`src/rtl/thor2022_hpt_inserter_pkg.sv`:
```
// rtl/thor2022_hpt_inserter_pkg.sv - HPT geometry, HPTE layout, insert FSM states and the shared PTG hash
package thor2022_hpt_inserter_pkg;

   localparam int AWID        = 32;
   localparam int PTE_PER_PTG = 8;
   localparam int HASH_BITS   = 10;
   localparam int HPTE_BYTES  = 16;
   localparam int PTG_BYTES   = PTE_PER_PTG * HPTE_BYTES;
   localparam int SLOT_W      = $clog2(PTE_PER_PTG);
   localparam int HPTE_SHIFT  = $clog2(HPTE_BYTES);
   localparam int PTG_SHIFT   = $clog2(PTG_BYTES);

   typedef struct packed {
      logic        v;
      logic [4:0]  rsvd;
      logic [9:0]  asid;
      logic [15:0] vpnhi;
      logic [31:0] vpn;
      logic [51:0] ppn;
      logic [11:0] attr;
   } hpte_t;

   typedef enum logic [2:0] {
      HPT_IDLE,
      HPT_RD,
      HPT_SEL,
      HPT_WR,
      HPT_FIN
   } hpt_state_e;

   // The table walker calls this too, so both sides land on the same PTG.
   function automatic logic [HASH_BITS-1:0] hpt_hash(input logic [9:0] asid, input logic [31:0] vpn);
      return vpn[HASH_BITS-1:0] ^ asid;
   endfunction

endpackage

```
`src/rtl/thor2022_hpt_inserter_if.sv`:
```
// rtl/thor2022_hpt_inserter_if.sv - insert request/completion and memory-bus signals of the HPT inserter
interface thor2022_hpt_inserter_if;
   import thor2022_hpt_inserter_pkg::*;

   logic            req_i;
   logic            req_ready_o;
   logic [127:0]    hpte_i;
   logic [AWID-1:0] hpt_base_i;
   logic            done_o;
   logic [2:0]      slot_o;
   logic            evict_o;
   logic            err_o;
   logic            m_cyc_o;
   logic            m_we_o;
   logic [AWID-1:0] m_adr_o;
   logic [127:0]    m_dat_o;
   logic [127:0]    m_dat_i;
   logic            m_ack_i;
   logic            m_err_i;

   modport master (
      input  req_i, hpte_i, hpt_base_i, m_dat_i, m_ack_i, m_err_i,
      output req_ready_o, done_o, slot_o, evict_o, err_o,
             m_cyc_o, m_we_o, m_adr_o, m_dat_o
   );

   modport slave (
      output req_i, hpte_i, hpt_base_i, m_dat_i, m_ack_i, m_err_i,
      input  req_ready_o, done_o, slot_o, evict_o, err_o,
             m_cyc_o, m_we_o, m_adr_o, m_dat_o
   );

endinterface

```
`src/rtl/thor2022_hpt_slot_sel.sv`:
```
// rtl/thor2022_hpt_slot_sel.sv - classifies a read-back HPTE and remembers the first free slot of the scan
module thor2022_hpt_slot_sel
   import thor2022_hpt_inserter_pkg::*;
(
   input  logic              clk_i,
   input  logic              rst_ni,
   input  logic              clr_i,
   input  logic              beat_i,
   input  logic [SLOT_W-1:0] k_i,
   input  hpte_t             dat_i,
   input  hpte_t             ent_i,
   output logic              match_o,
   output logic              free_found_o,
   output logic [SLOT_W-1:0] free_slot_o
);

   logic              free;
   logic              found_q, found_d;
   logic [SLOT_W-1:0] fslot_q, fslot_d;

   assign match_o = dat_i.v
                 && (dat_i.asid  == ent_i.asid)
                 && (dat_i.vpn   == ent_i.vpn)
                 && (dat_i.vpnhi == ent_i.vpnhi);
   assign free = !dat_i.v;

   always_comb begin
      found_d = found_q;
      fslot_d = fslot_q;
      if (clr_i) begin
         found_d = 1'b0;
         fslot_d = '0;
      end else if (beat_i && free && !found_q) begin
         found_d = 1'b1;
         fslot_d = k_i;
      end
   end

   always_ff @(posedge clk_i or negedge rst_ni) begin
      if (!rst_ni) begin
         found_q <= 1'b0;
         fslot_q <= '0;
      end else begin
         found_q <= found_d;
         fslot_q <= fslot_d;
      end
   end

   assign free_found_o = found_q;
   assign free_slot_o  = fslot_q;

endmodule

```
`src/rtl/thor2022_hpt_inserter.sv`:
```
// rtl/thor2022_hpt_inserter.sv - hash page table insert engine: scan one PTG, write match/free/victim slot
module thor2022_hpt_inserter
   import thor2022_hpt_inserter_pkg::*;
(
   input logic                     clk_i,
   input logic                     rst_ni,
   thor2022_hpt_inserter_if.master bus
);

   hpt_state_e        state_q, state_d;
   logic [SLOT_W-1:0] k_q, k_d;
   logic [SLOT_W-1:0] slot_q, slot_d;
   logic [SLOT_W-1:0] clk_ptr_q, clk_ptr_d;
   hpte_t             ent_q, ent_d;
   logic [AWID-1:0]   base_q, base_d;
   logic              evict_q, evict_d;
   logic              err_q, err_d;

   logic              scan_clr;
   logic              rd_beat;
   logic              slot_match;
   logic              free_found;
   logic [SLOT_W-1:0] free_slot;
   logic [AWID-1:0]   ptg_adr;
   logic [AWID-1:0]   rd_adr;
   logic [AWID-1:0]   wr_adr;
   hpte_t             wr_ent;

   assign ptg_adr = base_q + (AWID'(hpt_hash(ent_q.asid, ent_q.vpn)) << PTG_SHIFT);
   assign rd_adr  = ptg_adr + (AWID'(k_q) << HPTE_SHIFT);
   assign wr_adr  = ptg_adr + (AWID'(slot_q) << HPTE_SHIFT);
   assign rd_beat = (state_q == HPT_RD) && bus.m_ack_i;

   always_comb begin
      wr_ent   = ent_q;
      wr_ent.v = 1'b1;
   end

   thor2022_hpt_slot_sel u_slot_sel (
      .clk_i        (clk_i),
      .rst_ni       (rst_ni),
      .clr_i        (scan_clr),
      .beat_i       (rd_beat),
      .k_i          (k_q),
      .dat_i        (hpte_t'(bus.m_dat_i)),
      .ent_i        (ent_q),
      .match_o      (slot_match),
      .free_found_o (free_found),
      .free_slot_o  (free_slot)
   );

   always_comb begin
      state_d   = state_q;
      k_d       = k_q;
      slot_d    = slot_q;
      clk_ptr_d = clk_ptr_q;
      ent_d     = ent_q;
      base_d    = base_q;
      evict_d   = evict_q;
      err_d     = err_q;
      scan_clr  = 1'b0;
      case (state_q)
         HPT_IDLE: begin
            if (bus.req_i) begin
               ent_d    = hpte_t'(bus.hpte_i);
               base_d   = bus.hpt_base_i;
               k_d      = '0;
               evict_d  = 1'b0;
               err_d    = 1'b0;
               scan_clr = 1'b1;
               state_d  = HPT_RD;
            end
         end
         HPT_RD: begin
            if (bus.m_err_i) begin
               err_d   = 1'b1;
               state_d = HPT_FIN;
            end else if (bus.m_ack_i) begin
               // A match ends the scan at once, so it beats any earlier free slot.
               if (slot_match) begin
                  slot_d  = k_q;
                  state_d = HPT_WR;
               end else if (k_q == SLOT_W'(PTE_PER_PTG - 1)) begin
                  state_d = HPT_SEL;
               end else begin
                  k_d = k_q + 1'b1;
               end
            end
         end
         HPT_SEL: begin
            if (free_found) begin
               slot_d = free_slot;
            end else begin
               slot_d    = clk_ptr_q;
               evict_d   = 1'b1;
               clk_ptr_d = clk_ptr_q + 1'b1;
            end
            state_d = HPT_WR;
         end
         HPT_WR: begin
            if (bus.m_err_i) begin
               err_d   = 1'b1;
               evict_d = 1'b0;
               state_d = HPT_FIN;
            end else if (bus.m_ack_i) begin
               state_d = HPT_FIN;
            end
         end
         HPT_FIN: begin
            state_d = HPT_IDLE;
         end
         default: begin
            state_d = HPT_IDLE;
         end
      endcase
   end

   always_ff @(posedge clk_i or negedge rst_ni) begin
      if (!rst_ni) begin
         state_q   <= HPT_IDLE;
         k_q       <= '0;
         slot_q    <= '0;
         clk_ptr_q <= '0;
         ent_q     <= '0;
         base_q    <= '0;
         evict_q   <= 1'b0;
         err_q     <= 1'b0;
      end else begin
         state_q   <= state_d;
         k_q       <= k_d;
         slot_q    <= slot_d;
         clk_ptr_q <= clk_ptr_d;
         ent_q     <= ent_d;
         base_q    <= base_d;
         evict_q   <= evict_d;
         err_q     <= err_d;
      end
   end

   // Bus outputs decode straight from the state flops, so an async reset drops the cycle instantly.
   assign bus.req_ready_o = (state_q == HPT_IDLE);
   assign bus.done_o      = (state_q == HPT_FIN);
   assign bus.slot_o      = (state_q == HPT_FIN) ? slot_q : '0;
   assign bus.evict_o     = (state_q == HPT_FIN) && evict_q;
   assign bus.err_o       = (state_q == HPT_FIN) && err_q;
   assign bus.m_cyc_o     = (state_q == HPT_RD) || (state_q == HPT_WR);
   assign bus.m_we_o      = (state_q == HPT_WR);
   assign bus.m_adr_o     = (state_q == HPT_RD) ? rd_adr :
                            (state_q == HPT_WR) ? wr_adr : '0;
   assign bus.m_dat_o     = (state_q == HPT_WR) ? wr_ent : '0;

endmodule
```
`src/flat_wrapper.sv`:
```
// flat-port wrapper written by rule: the top's interface ports become plain ports
module thor2022_hpt_inserter_flat import thor2022_hpt_inserter_pkg::*;
  (clk_i, rst_ni, bus_req_i, bus_hpte_i, bus_hpt_base_i, bus_m_dat_i, bus_m_ack_i, bus_m_err_i, bus_req_ready_o, bus_done_o, bus_slot_o, bus_evict_o, bus_err_o, bus_m_cyc_o, bus_m_we_o, bus_m_adr_o, bus_m_dat_o);
  thor2022_hpt_inserter_if bus_i ();
  input logic clk_i;
  input logic rst_ni;
  input wire logic [$bits(bus_i.req_i)-1:0] bus_req_i;
  input wire logic [$bits(bus_i.hpte_i)-1:0] bus_hpte_i;
  input wire logic [$bits(bus_i.hpt_base_i)-1:0] bus_hpt_base_i;
  input wire logic [$bits(bus_i.m_dat_i)-1:0] bus_m_dat_i;
  input wire logic [$bits(bus_i.m_ack_i)-1:0] bus_m_ack_i;
  input wire logic [$bits(bus_i.m_err_i)-1:0] bus_m_err_i;
  output wire logic [$bits(bus_i.req_ready_o)-1:0] bus_req_ready_o;
  output wire logic [$bits(bus_i.done_o)-1:0] bus_done_o;
  output wire logic [$bits(bus_i.slot_o)-1:0] bus_slot_o;
  output wire logic [$bits(bus_i.evict_o)-1:0] bus_evict_o;
  output wire logic [$bits(bus_i.err_o)-1:0] bus_err_o;
  output wire logic [$bits(bus_i.m_cyc_o)-1:0] bus_m_cyc_o;
  output wire logic [$bits(bus_i.m_we_o)-1:0] bus_m_we_o;
  output wire logic [$bits(bus_i.m_adr_o)-1:0] bus_m_adr_o;
  output wire logic [$bits(bus_i.m_dat_o)-1:0] bus_m_dat_o;
  assign bus_i.req_i = bus_req_i;
  assign bus_i.hpte_i = bus_hpte_i;
  assign bus_i.hpt_base_i = bus_hpt_base_i;
  assign bus_i.m_dat_i = bus_m_dat_i;
  assign bus_i.m_ack_i = bus_m_ack_i;
  assign bus_i.m_err_i = bus_m_err_i;
  assign bus_req_ready_o = bus_i.req_ready_o;
  assign bus_done_o = bus_i.done_o;
  assign bus_slot_o = bus_i.slot_o;
  assign bus_evict_o = bus_i.evict_o;
  assign bus_err_o = bus_i.err_o;
  assign bus_m_cyc_o = bus_i.m_cyc_o;
  assign bus_m_we_o = bus_i.m_we_o;
  assign bus_m_adr_o = bus_i.m_adr_o;
  assign bus_m_dat_o = bus_i.m_dat_o;
  thor2022_hpt_inserter u_core (.clk_i(clk_i), .rst_ni(rst_ni), .bus(bus_i));
endmodule
```
`config.mk`:
```
export PLATFORM = sky130hd
export DESIGN_NAME = thor2022_hpt_inserter_flat
export DESIGN_NICKNAME = d
export VERILOG_FILES = /design/src/rtl/thor2022_hpt_inserter_pkg.sv /design/src/rtl/thor2022_hpt_inserter_if.sv /design/src/rtl/thor2022_hpt_slot_sel.sv /design/src/rtl/thor2022_hpt_inserter.sv /design/src/flat_wrapper.sv
export SDC_FILE = /design/constraint.sdc
export NUM_CORES = 1
export LEC_CHECK = 0
export CORE_AREA = 2 2 180 182
export CTS_CLUSTER_DIAMETER = 200
export DETAILED_ROUTE_END_ITERATION = 8
export DIE_AREA = 0 0 182 184
export PLACE_DENSITY = 0.65
export SYNTH_ARGS = -nofsm -noshare
export SYNTH_HDL_FRONTEND = slang
export SYNTH_SLANG_ARGS = --single-unit
```
`constraint.sdc`:
```
create_clock -name clk_i -period 8.4 [get_ports clk_i]
set_input_delay 1.68 -clock clk_i [delete_from_list [all_inputs] [get_ports clk_i]]
set_output_delay 1.68 -clock clk_i [all_outputs]
set_load 0.01 [all_outputs]
```
Word-level counts from Yosys, hierarchy flattened

Index checks and enable logic that the tools add are counted.

Add/subtract/negate cells: 5
Multipliers: 0
Divide/modulo/power cells: 0
Magnitude comparators: 0
Equality and inequality tests: 20
Shift operators: 0
Muxes and demuxes: 35
Bitwise gates (word level): 2
Reduce and logical (&&, ||, !) cells: 25

Operators by type and width:

| operator            | count |
|---|---|
| $mux 128            | 1 |
| $add 32x7->32       | 2 |
| $mux 32             | 2 |
| $mux 3              | 19 |
| $add 32x17->32      | 1 |
| $eq 32x32->1        | 1 |
| $eq 16x16->1        | 1 |
| $ne 2x2->1 const B  | 7 |
| $pmux 3 s2          | 2 |
| $pmux 3 s4          | 1 |
| $reduce_and 4->1    | 3 |
| $eq 10x10->1        | 1 |
| $xor 10x10->10      | 1 |
| $logic_and 1x1->1   | 8 |
| $mux 1              | 8 |
| $reduce_bool 2->1   | 4 |
| $add 3x1->3 const B | 2 |
| $eq 3x2->1 const B  | 2 |
| $eq 3x3->1 const B  | 2 |
| $ne 3x3->1 const B  | 2 |
| $reduce_and 6->1    | 1 |
| $ne 2x1->1 const B  | 2 |
| $ne 4x2->1 const B  | 1 |
| $reduce_and 2->1    | 2 |
| other kinds (10)    | 11 |

Register bits after elaboration: 177
Latch bits: 0
Memory bits (writable): 0
Memory bits (read-only): 0
Output and inout bits: 169
Word-level logic and storage cells: 102
Memories kept: 0

Logic depth before layout (Yosys ltp)

Gate-level depths: netlist (run 1).

Word-level depth: 8
Depth in mapped cells: 13

Cells and area by module

A second synthesis (run 1) with hierarchy kept.

Cells, all modules: 970
Area, all modules: 10344.9 µm²

Modules (own cells, without submodules):

| module                | times used | cells each | area each (µm²) | seq. area each (µm²) |
|---|---|---|---|---|
| thor2022_hpt_inserter | 1          | 868        | 9506.6          | 4354.2 |
| thor2022_hpt_slot_sel | 1          | 102        | 838.3           | 100.1 |

Least setup slack after synthesis (run 1)

Ideal clock, no wire load.

Path kind: flip-flop to output port
From: register u_core.ent_q[112] (netlist bit)
To: output port bus_m_adr_o[24]
Arrival time: 3.154 ns
Required time: 6.720 ns
Slack: 3.566 ns
Stages on the path, launching flop included: 13
Path buffers: 0
Cell sequence: dfrtp_1 > xor2_1 > ha_1 > inv_1 > fa_1 > nand2b_1 > a21oi_1 > or3_1 > nand3_2 > or3_1 > or4_1 > nand3_1 > nor3b_2

Word-level cells in the longest chain between the ends: 5
Elaborated cells on any way between the ends: 6

Ends and longest elaborated chain:

| what                   | line                            | source |
|---|---|---|
| from (decl)            | thor2022_hpt_inserter.sv:14     | `hpte_t ent_q, ent_d;` |
| from (signal assigned) | thor2022_hpt_inserter.sv:133    | `ent_q <= ent_d;` |
| $xor 10x10->10 *       | thor2022_hpt_inserter_pkg.sv:33 | `return vpn[HASH_BITS-1:0] ^ asid;` |
| $add 32x17->32 *       | thor2022_hpt_inserter.sv:29     | `assign ptg_adr = base_q + (AWID'(hpt_hash(ent_q.asid, ent_q.vpn)) << PTG_SHIFT);` |
| $add 32x7->32          | thor2022_hpt_inserter.sv:31     | `assign wr_adr = ptg_adr + (AWID'(slot_q) << HPTE_SHIFT);` |
| $mux 32                | thor2022_hpt_inserter.sv:149    | `(state_q == HPT_WR) ? wr_adr : '0;` |
| $mux 32 *              | thor2022_hpt_inserter.sv:148    | `assign bus.m_adr_o = (state_q == HPT_RD) ? rd_adr :` |
| to (decl)              | flat_wrapper.sv:20              | `output wire logic [$bits(bus_i.m_adr_o)-1:0] bus_m_adr_o;` |

Mark *: on every way between the ends. The rest lies on a longest branch, timed or not.

Worst setup path after layout (run 1)

From: register u_core.ent_q[112] (netlist bit)
To: output port bus_m_adr_o[26]

Same word-level chain as after synthesis.

==> results of run 1 <==
## cells in the mapped netlist, types with 5 or more instances
cell      instances  area share, %
a21o_1            6           0.43
a21oi_1          21            1.0
and2_1           13           0.78
and3_1          132            7.9
and4_1            6           0.50
clkbuf_1         57            2.1
dfrtp_1         177             42
ha_1             20            2.4
inv_1            13           0.47
mux2_2          161             17
mux2i_1           7           0.67
nand2_1          34            1.2
nand2b_1          8           0.48
nand3_1          15           0.72
nand4_1          14           0.84
nor2_1           45            1.6
nor2b_1           5           0.30
nor3_1           22            1.1
nor4_1           12           0.72
o21ai_0          20           0.96
or3_1             6           0.36
xnor2_1          41            3.4
xor2_1           61            5.1
## flip-flops by register name, summed over array words and instances, names as in the netlist, 3 cells and up
name / flops
u_core.u_slot_sel.free_slot_o: 3
u_core.ent_q: 127
u_core.base_q: 32
u_core.k_q: 3
u_core.clk_ptr_q: 3
u_core.state_q: 3
u_core.slot_q: 3
## worst min path at each step
stage | start | to | depth (start not counted)
floorplan | u_core.clk_ptr_q[2]$_DFFE_PN0P_ | u_core.clk_ptr_q[2]$_DFFE_PN0P_ | 1
global placement | u_core.clk_ptr_q[2]$_DFFE_PN0P_ | u_core.clk_ptr_q[2]$_DFFE_PN0P_ | 1
detailed placement | u_core.clk_ptr_q[2]$_DFFE_PN0P_ | u_core.clk_ptr_q[2]$_DFFE_PN0P_ | 1
CTS | u_core.clk_ptr_q[2]$_DFFE_PN0P_ | u_core.clk_ptr_q[2]$_DFFE_PN0P_ | 1
global route | u_core.clk_ptr_q[2]$_DFFE_PN0P_ | u_core.clk_ptr_q[2]$_DFFE_PN0P_ | 1
finish | u_core.clk_ptr_q[2]$_DFFE_PN0P_ | u_core.clk_ptr_q[2]$_DFFE_PN0P_ | 1
## metrics by stage
step	setup WS, ns	std cells	hold WS (ns)	power [mW]	util (%)
final	1.92	1749	0.474	5.16	48.4
after global routing	1.46	1747	0.496	5.56	48.4
after CTS	1.83	1747	0.478	5.19	48.4
after detailed placement	2.34	1716	0.464	4.41	46.7
after global placement	2.41	1716	0.461	4.34	46.7
after floorplan	3.57	980	0.444	3.51	-
## report_power, final
group	switching (mW)	total, mW	internal (mW)
logic	1.47	2.78	1.31
clock network	0.374	0.756	0.382
registers	0.368	1.62	1.26
## metal layers
metal	share of wire, %	up-vias	global-route usage, %	routed length [um]
li1	-	4225	-	-
met1	42	4419	25.4	14800
met2	48	301	34.5	16700
met3	8.1	32	7.37	2800
met4	1.4	2	4.90	481
met5	0.037	-	0	13
## final cells by class
cell class / count / share of cell area [%]
multi-input combinational: 724 / 37.5
sequential: 177 / 29.1
timing repair buffer: 400 / 26.2
tap: 402 / 3.31
clock buffer: 18 / 2.82
clock inverter: 13 / 0.675
inverter: 13 / 0.329
antenna: 2 / 0.0329
## placed cells by master (no fill, tap or decap), types with 15 or more instances in the layout
| master | count |
|---|---|
| nand3_1 | 15 |
| xnor2_1 | 41 |
| xor2_1 | 61 |
| clkbuf_16 | 17 |
| dfrtp_1 | 176 |
| nand2_1 | 34 |
| ha_1 | 20 |
| o21ai_0 | 20 |
| and3_1 | 132 |
| nor2_1 | 45 |
| a21oi_1 | 21 |
| clkdlybuf4s50_1 | 390 |
| mux2_2 | 161 |
| nor3_1 | 21 |
## kinds of logic (layout without fill, tap and decap cells)
logic type	count (synthesis)	count (layout)	synth area share, %
adders and majority gates	23	23	2.97
and+or+nand+nor	334	334	18.4
AOI/OAI and AO/OA	96	96	6.48
buffers and inverters	79	444	2.93
muxes	168	168	18.1
xor gates and xnor gates	103	103	8.72
DFF	177	177	42.5
other	0	2	0
==> impl_metrics.env, run 1 <==
export IMPL_postCtsSetupRepairBufs=0
export IMPL_finalClockSkew_ns=0.0124
export IMPL_dpl_hpwl_mm=26.0
export IMPL_setup_viol=0
export IMPL_ys_ff_latch=177
export IMPL_clockBufferDepth=2
export IMPL_area_delta_synth_final_pct=45.8
export IMPL_gp_congestion=0.872
export IMPL_synth_seq_area_share_pct=42.5
export IMPL_rsz0062_at_grt="false"
export IMPL_fin_crit_sh_pct=77.1
export IMPL_p_leak_nw=6.42
export IMPL_path_clk_slew_ns=0.07
export IMPL_fill_cells=2904
export IMPL_cts_tree="done"
export IMPL_crit_required_ns=6.72
export IMPL_critical_path_top_delay_family="compound AO/OA/AOI/OAI gates"
export IMPL_io_pins=462
export IMPL_min_delay_path_class="reg2reg"
export IMPL_ctsResizeCount=0
export IMPL_ctsHoldBuffers=0
export IMPL_timing_rr_end="u_core.ent_q[90]$_DFFE_PN0P_"
export IMPL_crit_path_end="bus_m_adr_o[26]"
export IMPL_status="complete, no violations"
export IMPL_critPathCaptureType="primary output"
export IMPL_coreArea_sq_um=31400
export IMPL_synth_edf_count=0
export IMPL_clk_latency_ns=0.45
export IMPL_vias=8979
export IMPL_syn_avg_cell_area_sq_um=10.6
export IMPL_r2r_cells=4
export IMPL_synthCells=980
export IMPL_die_height_um=184
export IMPL_drtAntennaViolNets=0
export IMPL_yosys_warnings=0
export IMPL_crit_path_start="u_core.ent_q[112]$_DFFE_PN0P_"
export IMPL_async_flop_share_pct=100
export IMPL_synthesis_nets=1296
export IMPL_drive_gt1_share_pct=16.1
export IMPL_max_stage_delay_ns=0.56
export IMPL_start_kind="flip-flop"
export IMPL_cts_num_sinks=177
export IMPL_tns_ns=0
export IMPL_drt_iter0_drc=477
export IMPL_multi_input_area_sq_um=5700
export IMPL_slew_viol_final=0
export IMPL_syn_area_sq_um=10400
export IMPL_max_freq_ghz=0.154
export IMPL_fin_crit_ns=6.48
export IMPL_synthFlopType="dfrtp_1"
export IMPL_grt_total_usage_pct=20.6
export IMPL_grt_max_degree=81
export IMPL_worst_slew_pin_slew_ns=1.05
export IMPL_via_per_inst=5.13
export IMPL_grt_pass1_wl_mm=53.0
export IMPL_antenna_found_initial=3
export IMPL_dieArea_sq_um=33500
export IMPL_slew_headroom_pct=29.8
export IMPL_port_buffers=391
export IMPL_initial_utilization_pct=33.2
export IMPL_gr_total_overflow=0
export IMPL_first_pass_iters=5
export IMPL_p_per_area_nw_per_um2=339
export IMPL_path_buf_inv=2
export IMPL_route_detailed_drc=0
export IMPL_final_area_sq_um=15200
export IMPL_wirelength_mm=34.8
export IMPL_fp_dieW_um=182
export IMPL_r2r_start="u_core.state_q[1]$_DFFE_PN0P_"
export IMPL_ys_types=68
export IMPL_hold_viol=0
export IMPL_critical_path_depth=13
export IMPL_vdd_ir_drop_max_uv=174
export IMPL_cap_viol_max_count=0
export IMPL_nNetsFinal=1649
export IMPL_rrSetupSlack_ns=5.71
export IMPL_grt_pass1_vias=9281
export IMPL_path_max_fanout=6
export IMPL_cts_buffers=17
export IMPL_path_cells="xor2_1, ha_1, inv_1, fa_1, nand2b_1, a21oi_1, o211ai_1, a21oi_1, a32o_1, o221ai_1, nor3_1, mux2i_1, clkdlybuf4s50_1"
export IMPL_place_area_sq_um=14700
export IMPL_crit_top_cell="a21oi_1"
export IMPL_htreeDepth=4
export IMPL_clockRootBuffer="clkbuf_16"
export IMPL_rows=65
export IMPL_worst_setup_path_type="reg2out"
export IMPL_arrival_ns=4.80
export IMPL_regArea_sq_um=4430
export IMPL_crit_path_top_delay_cell="clkdlybuf4s50_1"
export IMPL_wl_per_cell_um=19.9
(Power assumes the default switching activity.)
==> run 2, diff against run 1 <==
--- a/config.mk
+++ b/config.mk
@@ -5,11 +5,11 @@
 export SDC_FILE = /design/constraint.sdc
 export NUM_CORES = 1
 export LEC_CHECK = 0
-export CORE_AREA = 2 2 180 182
+export CORE_AREA = 2 2 177 179
 export CTS_CLUSTER_DIAMETER = 200
 export DETAILED_ROUTE_END_ITERATION = 8
-export DIE_AREA = 0 0 182 184
-export PLACE_DENSITY = 0.65
+export DIE_AREA = 0 0 179 181
+export PLACE_DENSITY = 0.69
 export SYNTH_ARGS = -nofsm -noshare
 export SYNTH_HDL_FRONTEND = slang
 export SYNTH_SLANG_ARGS = --single-unit
==> constraint.sdc (replaced) <==
create_clock -name clk_i -period 5.7 [get_ports clk_i]
set_input_delay 1.14 -clock clk_i [delete_from_list [all_inputs] [get_ports clk_i]]
set_output_delay 1.14 -clock clk_i [all_outputs]
set_load 0.01 [all_outputs]
==> run 2 against run 1 <==
Compared with the run above: cell area is 1.6% higher; worst setup slack worse by 1.7 ns; wire length is 0.86% higher; power is 54% higher; clock skew hardly changed; global-route usage is 0.83 points higher; non-clock buffer count is 6 higher; final cell count stayed put; die area is 3.3% lower; critical path depth is 3 lower; clock-buffer cell count is 1 higher; first-iteration DRC count is 8.6% higher; critical path type unchanged; highest routed layer is now met4.
==> impl_metrics.env, run 2 (same netlist as run 1, synthesis figures left out) <==
export IMPL_wl_per_cell_um=20.1
export IMPL_dieArea_sq_um=32400
export IMPL_largest_reg_flops=127
export IMPL_rows=64
export IMPL_coreArea_sq_um=30300
export IMPL_path_max_fanout=7
export IMPL_cap_viol_max_count=0
export IMPL_status="complete, no violations"
export IMPL_io_pins=462
export IMPL_top_regs="u_core.ent_q x127, u_core.base_q x32"
export IMPL_fp_dieW_um=179
export IMPL_drtAntennaViolNets=0
export IMPL_rsz0062_at_grt="false"
export IMPL_fill_cells=2741
export IMPL_grt_total_usage_pct=21.4
export IMPL_fin_crit_ns=5.46
export IMPL_fin_crit_sh_pct=95.8
export IMPL_min_delay_path_class="reg2reg"
export IMPL_vias=9075
export IMPL_path_clk_slew_ns=0.07
export IMPL_critPathCaptureType="primary output"
export IMPL_final_cell_mix="clkdlybuf4s50_1 (389), dfrtp_1 (176), mux2_2 (161), and3_1 (132), xor2_1 (60)"
export IMPL_drive_gt1_share_pct=17.7
export IMPL_vdd_ir_drop_max_uv=301
export IMPL_tns_ns=0
export IMPL_worst_setup_path_type="reg2out"
export IMPL_hold_viol=0
export IMPL_r2r_start="u_core.ent_q[67]$_DFFE_PN0P_"
export IMPL_holdPathStages=1
export IMPL_route_detailed_drc=0
export IMPL_htreeDepth=4
export IMPL_port_buffers=391
export IMPL_slew_headroom_pct=34.9
export IMPL_clk_latency_ns=0.45
export IMPL_p_per_area_nw_per_um2=514
export IMPL_timing_rr_end="u_core.slot_q[2]$_DFFE_PN0P_"
export IMPL_dpl_hpwl_mm=26.0
export IMPL_min_to="u_core.clk_ptr_q[2]$_DFFE_PN0P_"
export IMPL_clockBufferDepth=2
export IMPL_path_cells="xor2_1, ha_1, a211oi_2, o21ai_4, a2111oi_0, and4b_1, nor2_1, nand4_1, o41ai_1, clkdlybuf4s50_1"
export IMPL_crit_required_ns=4.56
export IMPL_max_freq_ghz=0.183
export IMPL_mostFrequentLayoutCell="clkdlybuf4s50_1"
export IMPL_grt_max_degree=99
export IMPL_antenna_found_initial=3
export IMPL_grt_pass1_vias=9384
export IMPL_worst_slew_pin_slew_ns=0.976
export IMPL_p_total_mw=7.94
export IMPL_slew_viol_final=0
export IMPL_first_pass_iters=5
export IMPL_arrival_ns=4.32
export IMPL_clockRootBuffer="clkbuf_16"
export IMPL_start_kind="flip-flop"
export IMPL_crit_path_top_delay_cell="clkdlybuf4s50_1"
export IMPL_die_height_um=181
export IMPL_r2r_cells=9
export IMPL_max_stage_delay_ns=0.61
export IMPL_p_leak_nw=6.52
export IMPL_gr_total_overflow=0
export IMPL_nNetsFinal=1655
export IMPL_cts_num_sinks=177
export IMPL_via_per_inst=5.19
export IMPL_area_delta_synth_final_pct=48.2
export IMPL_gp_congestion=0.888
export IMPL_wirelength_mm=35.1
export IMPL_drt_iter0_drc=518
export IMPL_cts_tree="done"
export IMPL_rrSetupSlack_ns=2.88
export IMPL_initial_utilization_pct=34.4
export IMPL_setup_viol=0
export IMPL_cts_buffers=17
export IMPL_top_register="u_core.ent_q"
export IMPL_finalClockSkew_ns=0.0124
export IMPL_hold_start="u_core.clk_ptr_q[2]$_DFFE_PN0P_"
export IMPL_grt_pass1_wl_mm=52.9
## run 2: cell count changes in the layout (fill, tap and decap cells not counted), moves of 2 or more
| cell | change |
|---|---|
| buf_12 | +3 |
| buf_4 | +3 |
| clkinv_2 | -3 |
| a211oi_1 | -2 |
| a211oi_2 | +2 |
| a21oi_1 | -2 |
| bufinv_16 | +2 |
| clkinv_4 | -2 |
| inv_8 | +2 |
| nor3_1 | -2 |
| nor3_2 | +2 |
## run 2: how the worst max path moves through the flow
stage,from,to,cells past startpoint
floorplan,u_core.ent_q[112]$_DFFE_PN0P_,bus_m_adr_o[24],12
global placement,u_core.ent_q[64]$_DFFE_PN0P_,bus_m_adr_o[29],12
detailed placement,u_core.ent_q[112]$_DFFE_PN0P_,bus_m_adr_o[29],12
CTS,u_core.ent_q[113]$_DFFE_PN0P_,bus_m_adr_o[26],11
global route,u_core.ent_q[113]$_DFFE_PN0P_,bus_m_adr_o[29],10
finish,u_core.ent_q[113]$_DFFE_PN0P_,bus_m_adr_o[29],10
## run 2: final cells by class
class	instances	area [sq um]	share of cell area, %
antenna	1	2.50	0.0162
clock inverter	13	168	1.08
multi-input combinational	724	5800	37.5
sequential	177	4430	28.7
tap	396	495	3.21
clock buffer	19	443	2.87
timing repair buffer	406	4070	26.3
inverter	13	50.0	0.324
## run 2: power breakdown
part	switching, mW	internal (mW)	total (mW)	leakage (nW)
Sequential	0.575	1.85	2.43	2.11
Clock	0.571	0.676	1.25	0.290
Combinational	2.24	2.02	4.27	4.13
Total	3.39	4.55	7.94	6.52
## run 2: per-stage QoR
step / utilization [%] / std cells / hold WS (ns) / setup WS (ns) / cell area [sq um]
2_1_floorplan: - / 980 / 0.444 / 1.41 / 10400
3_3_place_gp: 48.5 / 1711 / 0.463 / 0.368 / 14700
3_5_place_dp: 48.5 / 1711 / 0.473 / 0.335 / 14700
4_1_cts: 50.6 / 1743 / 0.482 / 0.00596 / 15300
5_1_grt: 50.9 / 1748 / 0.491 / 0.000616 / 15500
6_report: 50.9 / 1749 / 0.484 / 0.238 / 15500
## run 2: worst max-delay path: cells and delay by family (launching register included)
kind            cells  cell delay [ns]
buf+inv             1             0.61
simple gates        3             0.79
flops               1             0.46
fa+ha+maj           1             0.31
xor+xnor            1             0.28
compound gates      4             1.43
## run 2: routing by layer
| metal | vias to the layer above | wire, um | part of all wire, % | track usage [%] |
|---|---|---|---|---|
| met4 | 0 | 428 | 1.2 | 5.04 |
| met2 | 326 | 16300 | 47 | 34.2 |
| met1 | 4490 | 15100 | 43 | 27.4 |
| met3 | 22 | 3250 | 9.3 | 8.08 |
| met5 | - | 0 | 0 | 0 |
| li1 | 4237 | - | - | - |
## run 2: timing repair
item	in CTS	in global routing
setup buffers	0	5
hold buffers	0	0
cloned	0	0
hold endpoints to repair	0	0
resized for setup	5	17
endpoints found under the setup margin	9	10
pin swaps	1	4
==> run 3, diff against run 2 <==
--- a/config.mk
+++ b/config.mk
@@ -5,6 +5,7 @@
 export SDC_FILE = /design/constraint.sdc
 export NUM_CORES = 1
 export LEC_CHECK = 0
+export ABC_CLOCK_PERIOD_IN_PS = 5700
 export CORE_AREA = 2 2 177 179
 export CTS_CLUSTER_DIAMETER = 200
 export DETAILED_ROUTE_END_ITERATION = 8
==> results of run 3 <==
No change in the layout: final DEF, timing and power equal those of run 2.
==> RTL edit, RTL diff (flow settings as in run 3) <==
Re-encode `hpt_state_e` (5 states) as Gray code, 3 bits wide.
--- a/src/rtl/thor2022_hpt_inserter_pkg.sv
+++ b/src/rtl/thor2022_hpt_inserter_pkg.sv
@@ -21,11 +21,11 @@
    } hpte_t;
 
    typedef enum logic [2:0] {
-      HPT_IDLE,
-      HPT_RD,
-      HPT_SEL,
-      HPT_WR,
-      HPT_FIN
+      HPT_IDLE = 3'b000,
+      HPT_RD   = 3'b001,
+      HPT_SEL  = 3'b011,
+      HPT_WR   = 3'b010,
+      HPT_FIN  = 3'b110
    } hpt_state_e;
 
    // The table walker calls this too, so both sides land on the same PTG.
Behaviour: no difference found for any inputs over 4 cycles, from zero or initial values and one cycle with rst_ni low; so few cycles prove little.
==> RTL edit against run 3 <==
- synthesized cell count up 7.8%
- fmax down 1.8%
- design area up 5.1%
- count of clock-buffer cells in the layout unchanged
- via count up 11%
- critical path depth up 4
- worst setup slack worse by 0.10 ns
- sequential cell count unchanged
- wire length up 11%
- area after synthesis up 4.9%
- total power up 39%
- critical path type unchanged
==> RTL edit: results (changes against run 3) <==
switching power as a share of total power 46.9% (was 42.7%); worst-case vdd ir drop 0.389 mV (was 0.301 mV); First DRT Iteration DRCs 666 (was 518); count of fill cells added during filler insertion 2680 (was 2741); count of TritonRoute iterations in the first routing pass 6 (was 5); Post-Route Utilization 53.5% (was 50.9%); CP Data Arrival Time 4.42 ns (was 4.32 ns); clock tree skew after final layout 0.0127 ns (was 0.0124 ns); proportion of synthesized chip area in sequential cells 40.5% (was 42.5%); routability-driven placement congestion ratio 0.913 (was 0.888); tightest hold margin 0.479 ns (was 0.484 ns); leakage dissipation 6.79 nW (was 6.52 nW); most frequent cells after synthesis 177 x sky130_fd_sc_hd__dfrtp_1, 153 x sky130_fd_sc_hd__mux2_2, 126 x sky130_fd_sc_hd__and3_1 (was 177 x sky130_fd_sc_hd__dfrtp_1, 161 x sky130_fd_sc_hd__mux2_2, 132 x sky130_fd_sc_hd__and3_1); slack of the worst reg-to-reg path 2.22 ns (was 2.88 ns); number of distinct library cells after synthesis 75 (was 68); share of final-layout standard cells stronger than drive strength 1 18.9% (was 17.7%); reg-to-reg endpoint u_core.ent_q[25] (was u_core.slot_q[2]); main area contributors after synthesis sky130_fd_sc_hd__dfrtp_1 40%, sky130_fd_sc_hd__mux2_2 16%, sky130_fd_sc_hd__and3_1 7.2%, sky130_fd_sc_hd__xnor2_1 3.4%, sky130_fd_sc_hd__xor2_1 3.0% (was sky130_fd_sc_hd__dfrtp_1 42%, sky130_fd_sc_hd__mux2_2 17%, sky130_fd_sc_hd__and3_1 7.9%, sky130_fd_sc_hd__xor2_1 5.1%, sky130_fd_sc_hd__xnor2_1 3.4%); crit path max fanout 6 (was 7); DR WL/cell 21.2 um (was 20.1 um); DR vias/cell 5.45 (was 5.19); vias in the first global route 10142 (was 9384); CP startpoint u_core.ent_q[64] (was u_core.ent_q[113]); combinational power 7.37 mW (was 4.27 mW); tightest slew margin relative to the limit 19.7% (was 34.9%); number of vias in the routed layout 10039 (was 9075); wire length of the first global-routing pass 58.4 mm (was 52.9 mm); total global-route track usage 23.6% (was 21.4%); Final HPWL DP 29.0 mm (was 26.0 mm); Critical Path End bus_m_adr_o[31] (was bus_m_adr_o[29]); number of nets in the layout 1748 (was 1655); standard cell area after detailed placement 15200 um^2 (was 14700 um^2); fmax 0.180 GHz (was 0.183 GHz); count of mapped cells out of synthesis 1056 (was 980); origin of the critical flop-to-flop path u_core.state_q[1] (was u_core.ent_q[67]); switching power summed over all nets 5.17 mW (was 3.39 mW); largest net degree at the start of global routing 124 (was 99); outcome finished clean (unchanged)
-- RTL edit: changes by cell type after synthesis, moves of 12 or more --
cell                      change
sky130_fd_sc_hd__inv_1       +15
sky130_fd_sc_hd__nand2_1     +16
sky130_fd_sc_hd__nor3_1      -12
sky130_fd_sc_hd__o21ai_0     +16
sky130_fd_sc_hd__o22ai_1     +13
sky130_fd_sc_hd__xor2_1      -23
-- RTL edit: cell families (layout without fill, tap and decap cells) --
kind of cell               count (synthesis)  in the layout  synth area share [%]
and+or+nand+nor                          336            337                  17.7
DFF                                      177            177                  40.5
buffers and inverters                     93            480                  3.37
other                                      0              2                     0
adders and majority gates                 23             23                  2.84
xor gates and xnor gates                  81             81                  6.55
AOI/OAI and AO/OA                        185            186                  12.6
muxes                                    161            161                  16.5
-- RTL edit: area by class of cell --
| class | instances | area share [%] |
|---|---|---|
| multi-input cells | 788 | 39.7 |
| flip-flops and latches | 177 | 27.3 |
| repair buffers | 419 | 25.6 |
| well taps | 396 | 3.05 |
| clock buffers | 19 | 2.73 |
| clock inverters | 13 | 0.909 |
| inverters | 29 | 0.670 |
| diodes | 2 | 0.0308 |
-- RTL edit: repair_timing --
item,CTS,global route
setup endpoints to repair,9,14
pin swaps,1,9
gates resized for setup,11,41
buffers inserted,1,11
cloned,1,1
hold endpoints to repair,0,0
-- RTL edit: routing by layer --
layer	vias up	global-route usage, %	share of wire [%]
met5	-	0	0
met4	0	6.80	2.7
met3	65	7.05	7.6
met2	389	40.2	50
met1	4951	28.5	40
li1	4634	-	-
-- RTL edit: critical path, delay by kind of cell, from the launching register on --
kind	cells	cell delay, ns
simple gates	3	0.80
fa+ha+maj	2	0.62
xor+xnor	1	0.17
buf+inv	3	0.75
flops	1	0.45
compound gates	5	1.19
